$ cat src/rtl/play_stream_if.sv
// Control, SDRAM-read and audio-stream signals of play_stream_engine.
// master = the engine, slave = its environment.
interface play_stream_if #(
  parameter int ADDR_W = 23,
  parameter int DATA_W = 32
);
  logic              play_start;
  logic [ADDR_W-1:0] play_select;
  logic              play_pause;
  logic              play_stop;
  logic              play_loop;
  logic              play_done;
  logic              play_busy;
  logic              play_read;
  logic [ADDR_W-1:0] play_addr;
  logic [DATA_W-1:0] play_readdata;
  logic              play_sdram_finished;
  logic              play_audio_valid;
  logic [DATA_W-1:0] play_audio_data;
  logic              play_audio_ready;

  modport master (
    input  play_start, play_select, play_pause, play_stop, play_loop,
           play_readdata, play_sdram_finished, play_audio_ready,
    output play_done, play_busy, play_read, play_addr,
           play_audio_valid, play_audio_data
  );

  modport slave (
    output play_start, play_select, play_pause, play_stop, play_loop,
           play_readdata, play_sdram_finished, play_audio_ready,
    input  play_done, play_busy, play_read, play_addr,
           play_audio_valid, play_audio_data
  );
endinterface

$ cat src/rtl/play_stream_engine.sv
// Streams a length-prefixed clip from SDRAM through a prefetch FIFO to audio.
// Optional clip repeat is enabled by defining PLAY_STREAM_LOOP_EN.
module play_stream_engine #(
  parameter int ADDR_W     = 23,
  parameter int DATA_W     = 32,
  parameter int FIFO_DEPTH = 4
) (
  input  logic              i_clk,
  input  logic              i_rst_n,
  play_stream_if.master     bus
);

  localparam int PTR_W = (FIFO_DEPTH > 1) ? $clog2(FIFO_DEPTH) : 1;
  localparam int CNT_W = PTR_W + 1;
  localparam logic [CNT_W-1:0]  DEPTH_C = CNT_W'(FIFO_DEPTH);
  localparam logic [CNT_W-1:0]  CNT_ONE = CNT_W'(1);
  localparam logic [PTR_W-1:0]  PTR_ONE = PTR_W'(1);
  localparam logic [ADDR_W-1:0] ADR_ONE = ADDR_W'(1);

  typedef enum logic [2:0] {S_IDLE, S_HDR, S_FETCH, S_DRAIN, S_ABORT} state_t;

  state_t            state_q, state_d;
  logic [ADDR_W-1:0] base_q, base_d, end_q, end_d, addr_q, addr_d;
  logic              read_q, read_d, done_q, done_d, hold_q, hold_d;
  logic [PTR_W-1:0]  wr_ptr_q, wr_ptr_d, rd_ptr_q, rd_ptr_d;
  logic [CNT_W-1:0]  count_q, count_d;
  logic [DATA_W-1:0] mem_q [FIFO_DEPTH];
  logic              push, pop, flush, fifo_empty, loop_hit, audio_valid;
  logic [ADDR_W-1:0] hdr_len;

`ifdef PLAY_STREAM_LOOP_EN
  assign loop_hit = bus.play_loop;
`else
  logic unused_loop;
  assign unused_loop = bus.play_loop;
  assign loop_hit    = 1'b0;
`endif

  assign fifo_empty  = (count_q == '0);
  assign hdr_len     = bus.play_readdata[ADDR_W-1:0];
  // hold_q keeps an offered word on the bus through a pause until it is taken
  assign audio_valid = !fifo_empty && (!bus.play_pause || hold_q);
  assign pop         = audio_valid && bus.play_audio_ready;

  assign bus.play_audio_valid = audio_valid;
  assign bus.play_audio_data  = audio_valid ? mem_q[rd_ptr_q] : '0;
  assign bus.play_read        = read_q;
  assign bus.play_addr        = addr_q;
  assign bus.play_done        = done_q;
  assign bus.play_busy        = (state_q != S_IDLE);

  always_comb begin
    state_d = state_q;
    base_d  = base_q;
    end_d   = end_q;
    addr_d  = addr_q;
    read_d  = read_q;
    done_d  = 1'b0;
    push    = 1'b0;
    flush   = 1'b0;
    case (state_q)
      S_IDLE: begin
        if (bus.play_start) begin
          base_d  = bus.play_select;
          addr_d  = bus.play_select;
          read_d  = 1'b1;
          state_d = S_HDR;
        end
      end
      S_HDR, S_FETCH, S_DRAIN: begin
        if (bus.play_stop) begin
          flush = 1'b1;
          if (read_q && !bus.play_sdram_finished) begin
            state_d = S_ABORT;
          end else begin
            read_d  = 1'b0;
            done_d  = 1'b1;
            state_d = S_IDLE;
          end
        end else if (state_q == S_HDR) begin
          if (bus.play_sdram_finished) begin
            read_d = 1'b0;
            if (hdr_len == '0) begin
              done_d  = 1'b1;
              state_d = S_IDLE;
            end else begin
              end_d   = base_q + hdr_len;
              addr_d  = base_q + ADR_ONE;
              state_d = S_FETCH;
            end
          end
        end else if (state_q == S_FETCH) begin
          if (read_q) begin
            if (bus.play_sdram_finished) begin
              push   = 1'b1;
              read_d = 1'b0;
              addr_d = addr_q + ADR_ONE;
              if (addr_q == end_q) begin
                if (loop_hit) addr_d  = base_q + ADR_ONE;
                else          state_d = S_DRAIN;
              end
            end
          end else if (count_q < DEPTH_C && !bus.play_pause) begin
            read_d = 1'b1;
          end
        end else if (fifo_empty) begin
          done_d  = 1'b1;
          state_d = S_IDLE;
        end
      end
      S_ABORT: begin
        if (bus.play_sdram_finished) begin
          read_d  = 1'b0;
          flush   = 1'b1;
          done_d  = 1'b1;
          state_d = S_IDLE;
        end
      end
      default: state_d = S_IDLE;
    endcase
  end

  always_comb begin
    wr_ptr_d = wr_ptr_q;
    rd_ptr_d = rd_ptr_q;
    count_d  = count_q;
    hold_d   = audio_valid && !bus.play_audio_ready;
    if (flush) begin
      wr_ptr_d = '0;
      rd_ptr_d = '0;
      count_d  = '0;
      hold_d   = 1'b0;
    end else begin
      if (push) wr_ptr_d = wr_ptr_q + PTR_ONE;
      if (pop)  rd_ptr_d = rd_ptr_q + PTR_ONE;
      case ({push, pop})
        2'b10:   count_d = count_q + CNT_ONE;
        2'b01:   count_d = count_q - CNT_ONE;
        default: count_d = count_q;
      endcase
    end
  end

  always_ff @(posedge i_clk or negedge i_rst_n) begin
    if (!i_rst_n) begin
      state_q  <= S_IDLE;
      base_q   <= '0;
      end_q    <= '0;
      addr_q   <= '0;
      read_q   <= 1'b0;
      done_q   <= 1'b0;
      hold_q   <= 1'b0;
      wr_ptr_q <= '0;
      rd_ptr_q <= '0;
      count_q  <= '0;
    end else begin
      state_q  <= state_d;
      base_q   <= base_d;
      end_q    <= end_d;
      addr_q   <= addr_d;
      read_q   <= read_d;
      done_q   <= done_d;
      hold_q   <= hold_d;
      wr_ptr_q <= wr_ptr_d;
      rd_ptr_q <= rd_ptr_d;
      count_q  <= count_d;
    end
  end

  // Storage needs no reset: the audio data output is gated by valid.
  always_ff @(posedge i_clk) begin
    if (push) mem_q[wr_ptr_q] <= bus.play_readdata;
  end

endmodule
$ cat src/flat_wrapper.sv
// flat-port wrapper written by rule: the top's interface ports become plain ports
module play_stream_engine_flat 
#(
  parameter int ADDR_W     = 23,
  parameter int DATA_W     = 32,
  parameter int FIFO_DEPTH = 4
)
  (i_clk, i_rst_n, bus_play_start, bus_play_select, bus_play_pause, bus_play_stop, bus_play_loop, bus_play_readdata, bus_play_sdram_finished, bus_play_audio_ready, bus_play_done, bus_play_busy, bus_play_read, bus_play_addr, bus_play_audio_valid, bus_play_audio_data);
  play_stream_if #(.ADDR_W(ADDR_W), .DATA_W(DATA_W)) bus_i ();
  input  logic i_clk;
  input  logic i_rst_n;
  input wire logic [$bits(bus_i.play_start)-1:0] bus_play_start;
  input wire logic [$bits(bus_i.play_select)-1:0] bus_play_select;
  input wire logic [$bits(bus_i.play_pause)-1:0] bus_play_pause;
  input wire logic [$bits(bus_i.play_stop)-1:0] bus_play_stop;
  input wire logic [$bits(bus_i.play_loop)-1:0] bus_play_loop;
  input wire logic [$bits(bus_i.play_readdata)-1:0] bus_play_readdata;
  input wire logic [$bits(bus_i.play_sdram_finished)-1:0] bus_play_sdram_finished;
  input wire logic [$bits(bus_i.play_audio_ready)-1:0] bus_play_audio_ready;
  output wire logic [$bits(bus_i.play_done)-1:0] bus_play_done;
  output wire logic [$bits(bus_i.play_busy)-1:0] bus_play_busy;
  output wire logic [$bits(bus_i.play_read)-1:0] bus_play_read;
  output wire logic [$bits(bus_i.play_addr)-1:0] bus_play_addr;
  output wire logic [$bits(bus_i.play_audio_valid)-1:0] bus_play_audio_valid;
  output wire logic [$bits(bus_i.play_audio_data)-1:0] bus_play_audio_data;
  assign bus_i.play_start = bus_play_start;
  assign bus_i.play_select = bus_play_select;
  assign bus_i.play_pause = bus_play_pause;
  assign bus_i.play_stop = bus_play_stop;
  assign bus_i.play_loop = bus_play_loop;
  assign bus_i.play_readdata = bus_play_readdata;
  assign bus_i.play_sdram_finished = bus_play_sdram_finished;
  assign bus_i.play_audio_ready = bus_play_audio_ready;
  assign bus_play_done = bus_i.play_done;
  assign bus_play_busy = bus_i.play_busy;
  assign bus_play_read = bus_i.play_read;
  assign bus_play_addr = bus_i.play_addr;
  assign bus_play_audio_valid = bus_i.play_audio_valid;
  assign bus_play_audio_data = bus_i.play_audio_data;
  play_stream_engine #(.ADDR_W(ADDR_W), .DATA_W(DATA_W), .FIFO_DEPTH(FIFO_DEPTH)) u_core (.i_clk(i_clk), .i_rst_n(i_rst_n), .bus(bus_i));
endmodule
$ cat config.mk
export PLATFORM = sky130hd
export DESIGN_NAME = play_stream_engine_flat
export DESIGN_NICKNAME = d
export VERILOG_FILES = /design/src/rtl/play_stream_if.sv /design/src/rtl/play_stream_engine.sv /design/src/flat_wrapper.sv
export SDC_FILE = /design/constraint.sdc
export NUM_CORES = 1
export LEC_CHECK = 0
export ABC_AREA = 1
export CELL_PAD_IN_SITES_DETAIL_PLACEMENT = 0
export CELL_PAD_IN_SITES_GLOBAL_PLACEMENT = 1
export CORE_UTILIZATION = 39
export DETAILED_ROUTE_END_ITERATION = 12
export HOLD_SLACK_MARGIN = 0.06
export PLACE_DENSITY_LB_ADDON = 0.1
export SLEW_MARGIN = 20
export SYNTH_ARGS = -nofsm -noshare
export SYNTH_HDL_FRONTEND = slang
export SYNTH_SLANG_ARGS = --single-unit
$ cat constraint.sdc
create_clock -name i_clk -period 3 [get_ports i_clk]
set_input_delay 0.6 -clock i_clk [delete_from_list [all_inputs] [get_ports i_clk]]
set_output_delay 0.6 -clock i_clk [all_outputs]
set_load 0.005 [all_outputs]
==> results of run 1 <==
[critical path, delay by kind of cell (launching register included)]
family / cells / cell delay, ns
compound gates: 2 / 0.31
buf+inv: 3 / 0.90
flops: 1 / 0.54
[registers in the layout (all words and copies together) (netlist names)]
signal	cells
u_core.state_q	3
u_core.bus.play_read	1
u_core.rd_ptr_q	2
u_core.count_q	3
u_core.mem_q	128
u_core.bus.play_done	1
u_core.bus.play_addr	23
u_core.hold_q	1
u_core.base_q	23
u_core.wr_ptr_q	2
u_core.end_q	23
[Yosys cell counts (all sizes together)]
cell / number / area share [%]
xnor2: 16 / 1.2
o31ai: 1 / 0.066
or2: 7 / 0.38
o2111ai: 1 / 0.077
xor2: 3 / 0.23
o211ai: 1 / 0.066
inv: 118 / 3.9
o22ai: 7 / 0.38
mux2: 2 / 0.20
clkbuf: 30 / 0.98
edfxtp: 128 / 34
nand2: 294 / 9.9
nor3: 14 / 0.61
a22o: 1 / 0.077
nand3: 89 / 4.2
o21bai: 2 / 0.13
o21ai: 145 / 6.3
a21oi: 91 / 4.0
ha: 28 / 3.1
a211oi: 4 / 0.26
a31oi: 3 / 0.16
nor4: 1 / 0.055
o21a: 2 / 0.13
nor2: 248 / 8.7
fa: 2 / 0.35
and2: 1 / 0.055
a21o: 2 / 0.13
clkinv: 1 / 0.033
dfrtp: 82 / 18
buf: 20 / 1.2
nand3b: 10 / 0.66
nand4: 15 / 0.82
[per-stage QoR]
stage               worst slack [ns]  hold slack [ns]  total power [W]  setup TNS, ns
floorplan                   0.001760           0.3044         0.008864              0
global placement              0.1163           0.4896          0.01157              0
detailed placement            0.1173           0.4963          0.01161              0
CTS                          0.01688           0.5091          0.01468              0
global route               -0.008276           0.5329          0.01579      -0.008276
finish                        0.1137           0.5026          0.01461              0
[what timing repair did]
action,4_1_cts,5_1_grt
gates cloned,0,1
setup endpoints to repair,26,8
pin swaps,1,2
buffers inserted,1,0
resized for setup,6,7
endpoints found under the hold margin,32,0
hold buffers,1,0
[power groups by stage]
| stage | sequential (W) | combinational (W) | clock (W) |
|---|---|---|---|
| 6_report | 0.00429 | 0.00736 | 0.00296 |
| 3_5_place_dp | 0.00437 | 0.00724 | 0 |
| 3_3_place_gp | 0.00437 | 0.00721 | 0 |
| 4_1_cts | 0.00430 | 0.00733 | 0.00304 |
| 5_1_grt | 0.00435 | 0.00828 | 0.00316 |
| 2_1_floorplan | 0.00405 | 0.00481 | 0 |
[cell type report]
cell class | count | area (sq um)
tap | 384 | 480.5
multi-input combinational | 990 | 4876
timing repair buffer | 166 | 1727
clock inverter | 17 | 153.9
sequential | 210 | 5899
inverter | 119 | 450.4
fill | 2797 | 14540
clock buffer | 28 | 656.9
[cell families after synthesis]
| kind of cell | after synthesis |
|---|---|
| simple gates | 679 |
| compound gates | 260 |
| flops | 210 |
| buf+inv | 169 |
| fa+ha+maj | 30 |
| xor+xnor | 19 |
| mux | 2 |
[metal layers]
metal	track usage, %	share of wire [%]
met5	0	0
met4	3.687	0.77
met3	2.697	4.6
met2	35.58	47
met1	31.74	48
[final timing paths]
kind / to / slack [ns] / cells past startpoint
max reg2reg: u_core.bus.play_addr[16] / 0.35 / 13
min in group asynchronous: u_core.rd_ptr_q[1] / 0.57 / 2
min reg2reg: u_core.end_q[1] / 0.50 / 2
max: bus_play_audio_data[7] / 0.11 / 5
max in group asynchronous: u_core.rd_ptr_q[0] / 1.78 / 3
min: u_core.end_q[1] / 0.50 / 2
==> impl_metrics.tcl, run 1 <==
set metrics [dict create \
    mostFrequentLayoutCells "285 x nand2_1, 228 x nor2_1, 132 x o21ai_0" \
    layout-area-overhead-vs-synth_pct 24.51 \
    stdcell_count 1914 \
    core_sq_um 28780 \
    drc 0 \
    power_frac_comb_pct 50.3 \
    finalSetupViolations 0 \
    hold_viol 0 \
    cts.sinks 210 \
    slew_headroom_pct 42.72 \
    placed_area_sq_um 13340 \
    synth_xor_area_share_pct 1.455 \
    status "finished, final reports clean" \
    ys_seq_area_share_pct 51.54 \
    grt-ovfl-total 0 \
    synth-seq-cells 210 \
    rows 62 \
    antenna_cells 0 \
    ir_worst_vdd_mv 0.4494 \
    final_area_sq_um 14240 \
    power_density_nw_per_um2 1026 \
    grt_max_degree 51 \
    seqPwrFrac_pct 29.4 \
    synth_compound_area_share_pct 11.81 \
    synth_top_family_by_area "simple AND/OR/NAND/NOR gates" \
    vias_per_cell 5.043 \
    r2r-start "u_core.state_q[2]" \
    cp_max_fo 20 \
    placed_cells 1866 \
    min_from "u_core.end_q[1]" \
    synthAdderAreaFrac_pct 3.412 \
    post-dp-hpwl_mm 22.96 \
    grt_pass1_wl_mm 51.49 \
    yosys.area_share.simple_pct 25.47 \
    floorplan.initialDensity_pct 39.75 \
    vias 9653 \
    switchingPower_w 0.006325 \
    worst_setup_path_end_kind "primary output" \
    dieArea_sq_um 30020 \
    cap_viol_max_count 0 \
    numCtsBuffers 25 \
    fin_util_pct 49.49 \
    synthCells 1369 \
    worstSetupStartpoint "u_core.rd_ptr_q[0]" \
    drt-total-wl_mm 32.65 \
    fp.dieW_um 173.3 \
    io-pin-count 122 \
    clockBufferDepth 3 \
    muxShareOfSynthArea_pct 0.1969 \
    worstPathRequired_ns 2.40 \
    worstPathCellList "clkinvlp_4 -> buf_12 -> o21ai_0 -> a21oi_1 -> clkdlybuf4s50_1" \
    ant_nets 0 \
    ctsHtreeMaxLevel 1 \
    clkTransAtPathRegs_ns 0.06 \
    grt_pass1_vias 9048 \
    firstDrtPassIters 5 \
    clock.fmax_mhz 346.5 \
    synth.net_count 1462 \
    p_int_w 0.008289 \
    power_frac_clock_pct 20.3 \
    port_buffers 120 \
    cts_tree "done" \
    period_share_pct 96.21 \
    crit_path_top_delay_cell "dfrtp_4" \
    initialDrtViolationCount 742 \
    die_h_um 173.3 \
    layout.cells.most_common "nand2_1" \
    switching_share_pct 43.28 \
    synth_area_sq_um 11440 \
    cts-root-buf "clkbuf_16" \
    yosys_warnings 0 \
    leakage_nw 5.945 \
    fin_crit_ns 2.886 \
    finClkSkew_ns 0.008237 \
    grt_usage_pct 21.90 \
    critical_path.startpoint_type "flip-flop" \
    max_stage_delay_ns 0.54 \
    drive_gt1_share_pct 9.412 \
    avgSynthCellArea_sq_um 8.356 \
    clkLatencyLatePin_ns 0.53 \
    drv_slew 0 \
    tightest_slew_ns 0.8583 \
    hp-class "flip-flop to flip-flop" \
    place.gp.congestion 0.9162 \
    worstPathArrival_ns 2.29 \
    synth.distinct_cells 47 \
    final_nets 1605 \
    rsz0062_at_grt "true" \
    antenna_found_initial 0 \
    wl_per_cell_um 17.06 \
    path_class "flip-flop to primary output" \
]
Note: power is estimated with default switching activity, not from simulation.
==> run 2, diff against run 1 <==
Settings changed: SETUP_SLACK_MARGIN set to 0.05, SLEW_MARGIN 20 to 5.
==> run 2 against run 1 <==
Non-clock buffer count is 3 higher. Register-to-register slack hardly changed. Design area is 0.67% higher. Critical endpoint is now bus_play_audio_data[12]. Highest routed layer unchanged. Clock power hardly changed. Critical path type unchanged. Largest cell class unchanged. Global-route usage is 0.095 points higher. Power is 0.33% higher.
==> impl_metrics.tcl, run 2 (synthesis results as in run 1) <==
set metrics [dict create \
    status "finished, final reports clean" \
    worstPathRequired_ns 2.40 \
    drv_slew 0 \
    grt-ovfl-total 0 \
    finalSetupViolations 0 \
    ctsHtreeMaxLevel 1 \
    floorplan.initialDensity_pct 39.75 \
    ir_worst_vdd_mv 0.4486 \
    io-pin-count 122 \
    firstDrtPassIters 5 \
    ff2ff_path_depth 13 \
    vias_per_cell 5.016 \
    die_h_um 173.3 \
    drive_gt1_share_pct 9.589 \
    grt_pass1_wl_mm 51.67 \
    finClkSkew_ns 0.009084 \
    initialDrtViolationCount 723 \
    hold-path-cell-count 2 \
    grt_pass1_vias 9059 \
    grt_usage_pct 22.00 \
    clkTransAtPathRegs_ns 0.06 \
    clock.fmax_mhz 349.9 \
    ant_nets 0 \
    drt-total-wl_mm 32.81 \
    fin_crit_ns 2.858 \
    drc 0 \
    crit_path_top_delay_cell "dfrtp_4" \
    switching_share_pct 43.23 \
    critical_path.startpoint_type "flip-flop" \
    power_frac_clock_pct 20.3 \
    worst_setup_path_end_kind "primary output" \
    path_class "flip-flop to primary output" \
    regArea_sq_um 5899 \
    cts.sinks 210 \
    core_sq_um 28780 \
    tightest_slew_ns 0.8545 \
    critPathBufInv 3 \
    largest_reg_flops 128 \
    finalSetupTns_ns 0 \
    hold_viol 0 \
    port_buffers 120 \
    cts_tree "done" \
    antenna_found_initial 0 \
    switchingPower_w 0.006339 \
    regMostFlops "u_core.mem_q" \
    clockBufferDepth 3 \
    final_nets 1608 \
    mostFrequentLayoutCells "285 x nand2_1, 228 x nor2_1, 132 x o21ai_0" \
    cp_max_fo 20 \
    layout.cells.most_common "nand2_1" \
    fp.dieW_um 173.3 \
    min_from "u_core.end_q[1]" \
    leakage_nw 6.198 \
    post-dp-hpwl_mm 22.96 \
    crit_family "buffers and inverters" \
    p_int_w 0.008324 \
    vias 9615 \
    hp-class "flip-flop to flip-flop" \
    place.gp.congestion 0.9162 \
    layout-area-overhead-vs-synth_pct 25.34 \
    worstPathArrival_ns 2.26 \
    power_frac_comb_pct 50.5 \
    worstPathCellList "clkinvlp_4 -> buf_12 -> o21ai_0 -> a21oi_1 -> clkdlybuf4s50_1" \
    wl_per_cell_um 17.12 \
    r2r_end "u_core.bus.play_addr[16]" \
    seqPwrFrac_pct 29.3 \
    clkLatencyLatePin_ns 0.53 \
    r2r-start "u_core.state_q[2]" \
    power_density_nw_per_um2 1023 \
    rows 62 \
    max_stage_delay_ns 0.54 \
    worstHoldEndpoint "u_core.end_q[1]" \
    fill_cells 2792 \
    p_total_w 0.01466 \
    r2r_slack_ns 0.34 \
    antenna_cells 0 \
    numCtsBuffers 25 \
    period_share_pct 95.25 \
    dieArea_sq_um 30020 \
    multi_input_area_sq_um 4876 \
    rsz0062_at_grt "false" \
    slew_headroom_pct 42.97 \
    grt_max_degree 51 \
    cts-root-buf "clkbuf_16" \
    cap_viol_max_count 0 \
]
==> run 2: how the worst max path moves through the flow <==
stage                             from                 endpoint  slack, ns  depth (start not counted)
6_report            u_core.rd_ptr_q[0]  bus_play_audio_data[12]       0.14                          5
5_1_grt             u_core.rd_ptr_q[0]   bus_play_audio_data[4]       0.05                          5
4_1_cts             u_core.rd_ptr_q[0]   bus_play_audio_data[6]       0.03                          5
3_5_place_dp      bus_play_readdata[0]         u_core.end_q[22]       0.12                         12
3_3_place_gp      bus_play_readdata[0]         u_core.end_q[22]       0.12                         12
2_1_floorplan  bus_play_sdram_finished       u_core.mem_q[0][0]      0.002                          4
==> run 2: routing by layer <==
metal	up-vias	GRT usage [%]	routed length (um)
met1	4513	31.98	15800
met2	205	35.63	15340
met3	22	2.697	1417
li1	4875	-	-
met4	0	3.687	253
met5	-	0	0
==> run 2: area by class of cell <==
cell class	instances	share of cell area (%)
Clock buffer	28	4.581
Clock inverter	17	1.073
Inverter	119	3.141
Multi-Input combinational cell	990	34.01
Sequential cell	210	41.14
Tap cell	384	3.351
Timing Repair Buffer	169	12.71
==> run 2: power by group through the flow <==
stage | Combinational (W) | Clock, W | Sequential [W]
global placement | 0.00721 | 0 | 0.00437
detailed placement | 0.00724 | 0 | 0.00437
CTS | 0.00740 | 0.00304 | 0.00430
global route | 0.00834 | 0.00315 | 0.00435
floorplan | 0.00481 | 0 | 0.00405
finish | 0.00740 | 0.00297 | 0.00429
==> run 2: what timing repair did <==
action / CTS / global route
hold endpoints to repair: 32 / 0
endpoints found under the setup margin: 26 / 31
buffers inserted: 2 / 2
hold buffers: 1 / 0
cloned: 1 / 1
gates resized for setup: 8 / 21
pin swaps: 1 / 9
==> run 2: through the flow <==
stage                     util, %  area [sq um]  hold WS [ns]  setup WS [ns]  instances
after floorplan                 -         11440        0.3044       0.001760       1369
after global placement      46.36         13340        0.4896         0.1163       1866
after detailed placement    46.36         13340        0.4963         0.1173       1866
after CTS                   49.48         14240        0.5091        0.02517       1915
after global routing        49.82         14340        0.5329        0.05369       1917
final                       49.82         14340        0.5013         0.1424       1917
==> run 2: tightest hold or removal path, stage by stage (launching register included) <==
cell and delay, ns:
dfrtp_1 0.36, nand2_1 0.06, nand2_1 0.06
==> run 3, diff against run 2 <==
Settings changed: CORE_UTILIZATION 39 to 40, DONT_BUFFER_PORTS set to 1.
==> run 3 against run 2 <==
Power shrank 7.6%. Routed wire length shrank 1.6%. Core utilization shrank 4.1 points. Critical path type unchanged. Critical endpoint is now bus_play_audio_data[22]. Highest routed layer unchanged.
==> impl_metrics.tcl, run 3 (synthesis results as in run 1) <==
set metrics [dict create \
    layout.cells.most_common "nand2_1" \
    initialDrtViolationCount 637 \
    ir_worst_vdd_mv 0.4482 \
    regMostFlops "u_core.mem_q" \
    p_int_w 0.007421 \
    power_frac_comb_pct 46.7 \
    grt_pass1_wl_mm 50.02 \
    finalSetupViolations 0 \
    grt_pass1_vias 8681 \
    port_buffers 0 \
    seqPwrFrac_pct 31.8 \
    cap_viol_max_count 0 \
    fill_cells 2832 \
    die_h_um 171.1 \
    drv_slew 0 \
    switching_share_pct 45.21 \
    drc 0 \
    worst_setup_path_end_kind "primary output" \
    leakage_nw 5.291 \
    cp_max_fo 33 \
    grt-ovfl-total 0 \
    antenna_found_initial 0 \
    path_class "flip-flop to primary output" \
    floorplan.initialDensity_pct 40.95 \
    post-dp-hpwl_mm 22.29 \
    status "finished, final reports clean" \
    drive_gt1_share_pct 7.603 \
    critical_path.startpoint_type "flip-flop" \
    firstDrtPassIters 5 \
    worstPathArrival_ns 2.10 \
    clkLatencyLatePin_ns 0.54 \
    p_total_w 0.01354 \
    power_frac_clock_pct 21.4 \
    multi_input_area_sq_um 4881 \
    wl_per_cell_um 18.35 \
    worstSetupStartpoint "u_core.count_q[1]" \
    post_cts_buffers 0 \
    numCtsBuffers 25 \
    post_cts_resized 0 \
    slew_headroom_pct 38.56 \
    rows 61 \
    grt_max_degree 83 \
    dieArea_sq_um 29280 \
    grt_usage_pct 22.50 \
    fp.dieW_um 171.1 \
    antenna_cells 0 \
    cts-root-buf "clkbuf_16" \
    clock.fmax_mhz 370.2 \
    layout-area-overhead-vs-synth_pct 11.56 \
    fin_crit_ns 2.701 \
    hp-class "primary input to flip-flop" \
    mostFrequentLayoutCells "285 x nand2_1, 228 x nor2_1, 132 x o21ai_0" \
    ant_nets 0 \
    cts_tree "done" \
    rsz0062_at_grt "false" \
    vias 9123 \
    largest_reg_flops 128 \
    power_density_nw_per_um2 1061 \
    worstPathRequired_ns 2.40 \
    regArea_sq_um 5897 \
    final_nets 1458 \
    period_share_pct 90.04 \
    r2r-start "u_core.state_q[2]" \
    drt-total-wl_mm 32.28 \
    hold_viol 0 \
    switchingPower_w 0.006123 \
    cts.sinks 210 \
    io-pin-count 122 \
    finalSetupTns_ns 0 \
    clkTransAtPathRegs_ns 0.06 \
    min_from "bus_play_audio_ready" \
    finClkSkew_ns 0.01222 \
    clockBufferDepth 3 \
    core_sq_um 27930 \
    vias_per_cell 5.186 \
    ctsHtreeMaxLevel 1 \
    tightest_slew_ns 0.9206 \
    place.gp.congestion 0.8695 \
]
## run 3: what timing repair did
action	CTS	global route
hold buffers	2	0
setup endpoints to repair	0	0
endpoints found under the hold margin	82	0
## run 3: power by group through the flow
stage / clock network, W / registers (W) / logic (W)
4_1_cts: 0.00297 / 0.00433 / 0.00638
6_report: 0.00290 / 0.00431 / 0.00633
3_3_place_gp: 0 / 0.00438 / 0.00628
2_1_floorplan: 0 / 0.00405 / 0.00481
5_1_grt: 0.00309 / 0.00438 / 0.00722
3_5_place_dp: 0 / 0.00438 / 0.00632
## run 3: cell type report
class	instances	area share (%)
clock buffers	35	5.431
multi-input cells	990	38.25
inverters	119	3.500
clock inverters	8	0.6373
repair buffers	19	2.275
flip-flops and latches	210	46.21
well taps	378	3.706
## run 3: per-stage QoR
stage	instance area, sq um	hold WS [ns]	std cells	util, %	setup slack [ns]
global route	12760	0.1114	1759	45.69	0.1542
CTS	12760	0.1053	1759	45.69	0.2651
global placement	11950	0.3070	1714	42.78	0.4990
floorplan	11440	0.3044	1369	-	0.001760
detailed placement	11950	0.3066	1714	42.78	0.4852
finish	12760	0.1257	1759	45.69	0.2989
## run 3: metal layers
layer	wire length [um]	track usage [%]	part of all wire [%]	vias to the layer above
met5	0	0	0	-
met4	489	4.852	1.5	0
met3	1511	3.285	4.7	38
met2	15030	37.26	47	188
met1	15250	31.15	47	4321
li1	-	-	-	4576
## run 3: worst paths after layout
kind / slack, ns / to / cells after the start
worst max-delay path: 0.30 / bus_play_audio_data[22] / 5
worst min-delay path: 0.13 / u_core.hold_q / 1
worst max register to register: 0.44 / u_core.bus.play_addr[16] / 13
worst min register to register: 0.50 / u_core.end_q[1] / 2
max in group asynchronous: 1.99 / u_core.bus.play_addr[15] / 2
min in group asynchronous: 0.66 / u_core.count_q[2] / 2
## run 3: worst max-delay path, cell delays in order, from the launching register on
cell     delay [ns]
dfrtp_1        0.39
nor3_1         0.30
inv_1          0.14
o21ai_2        0.09
buf_4          0.43
a21oi_1        0.18
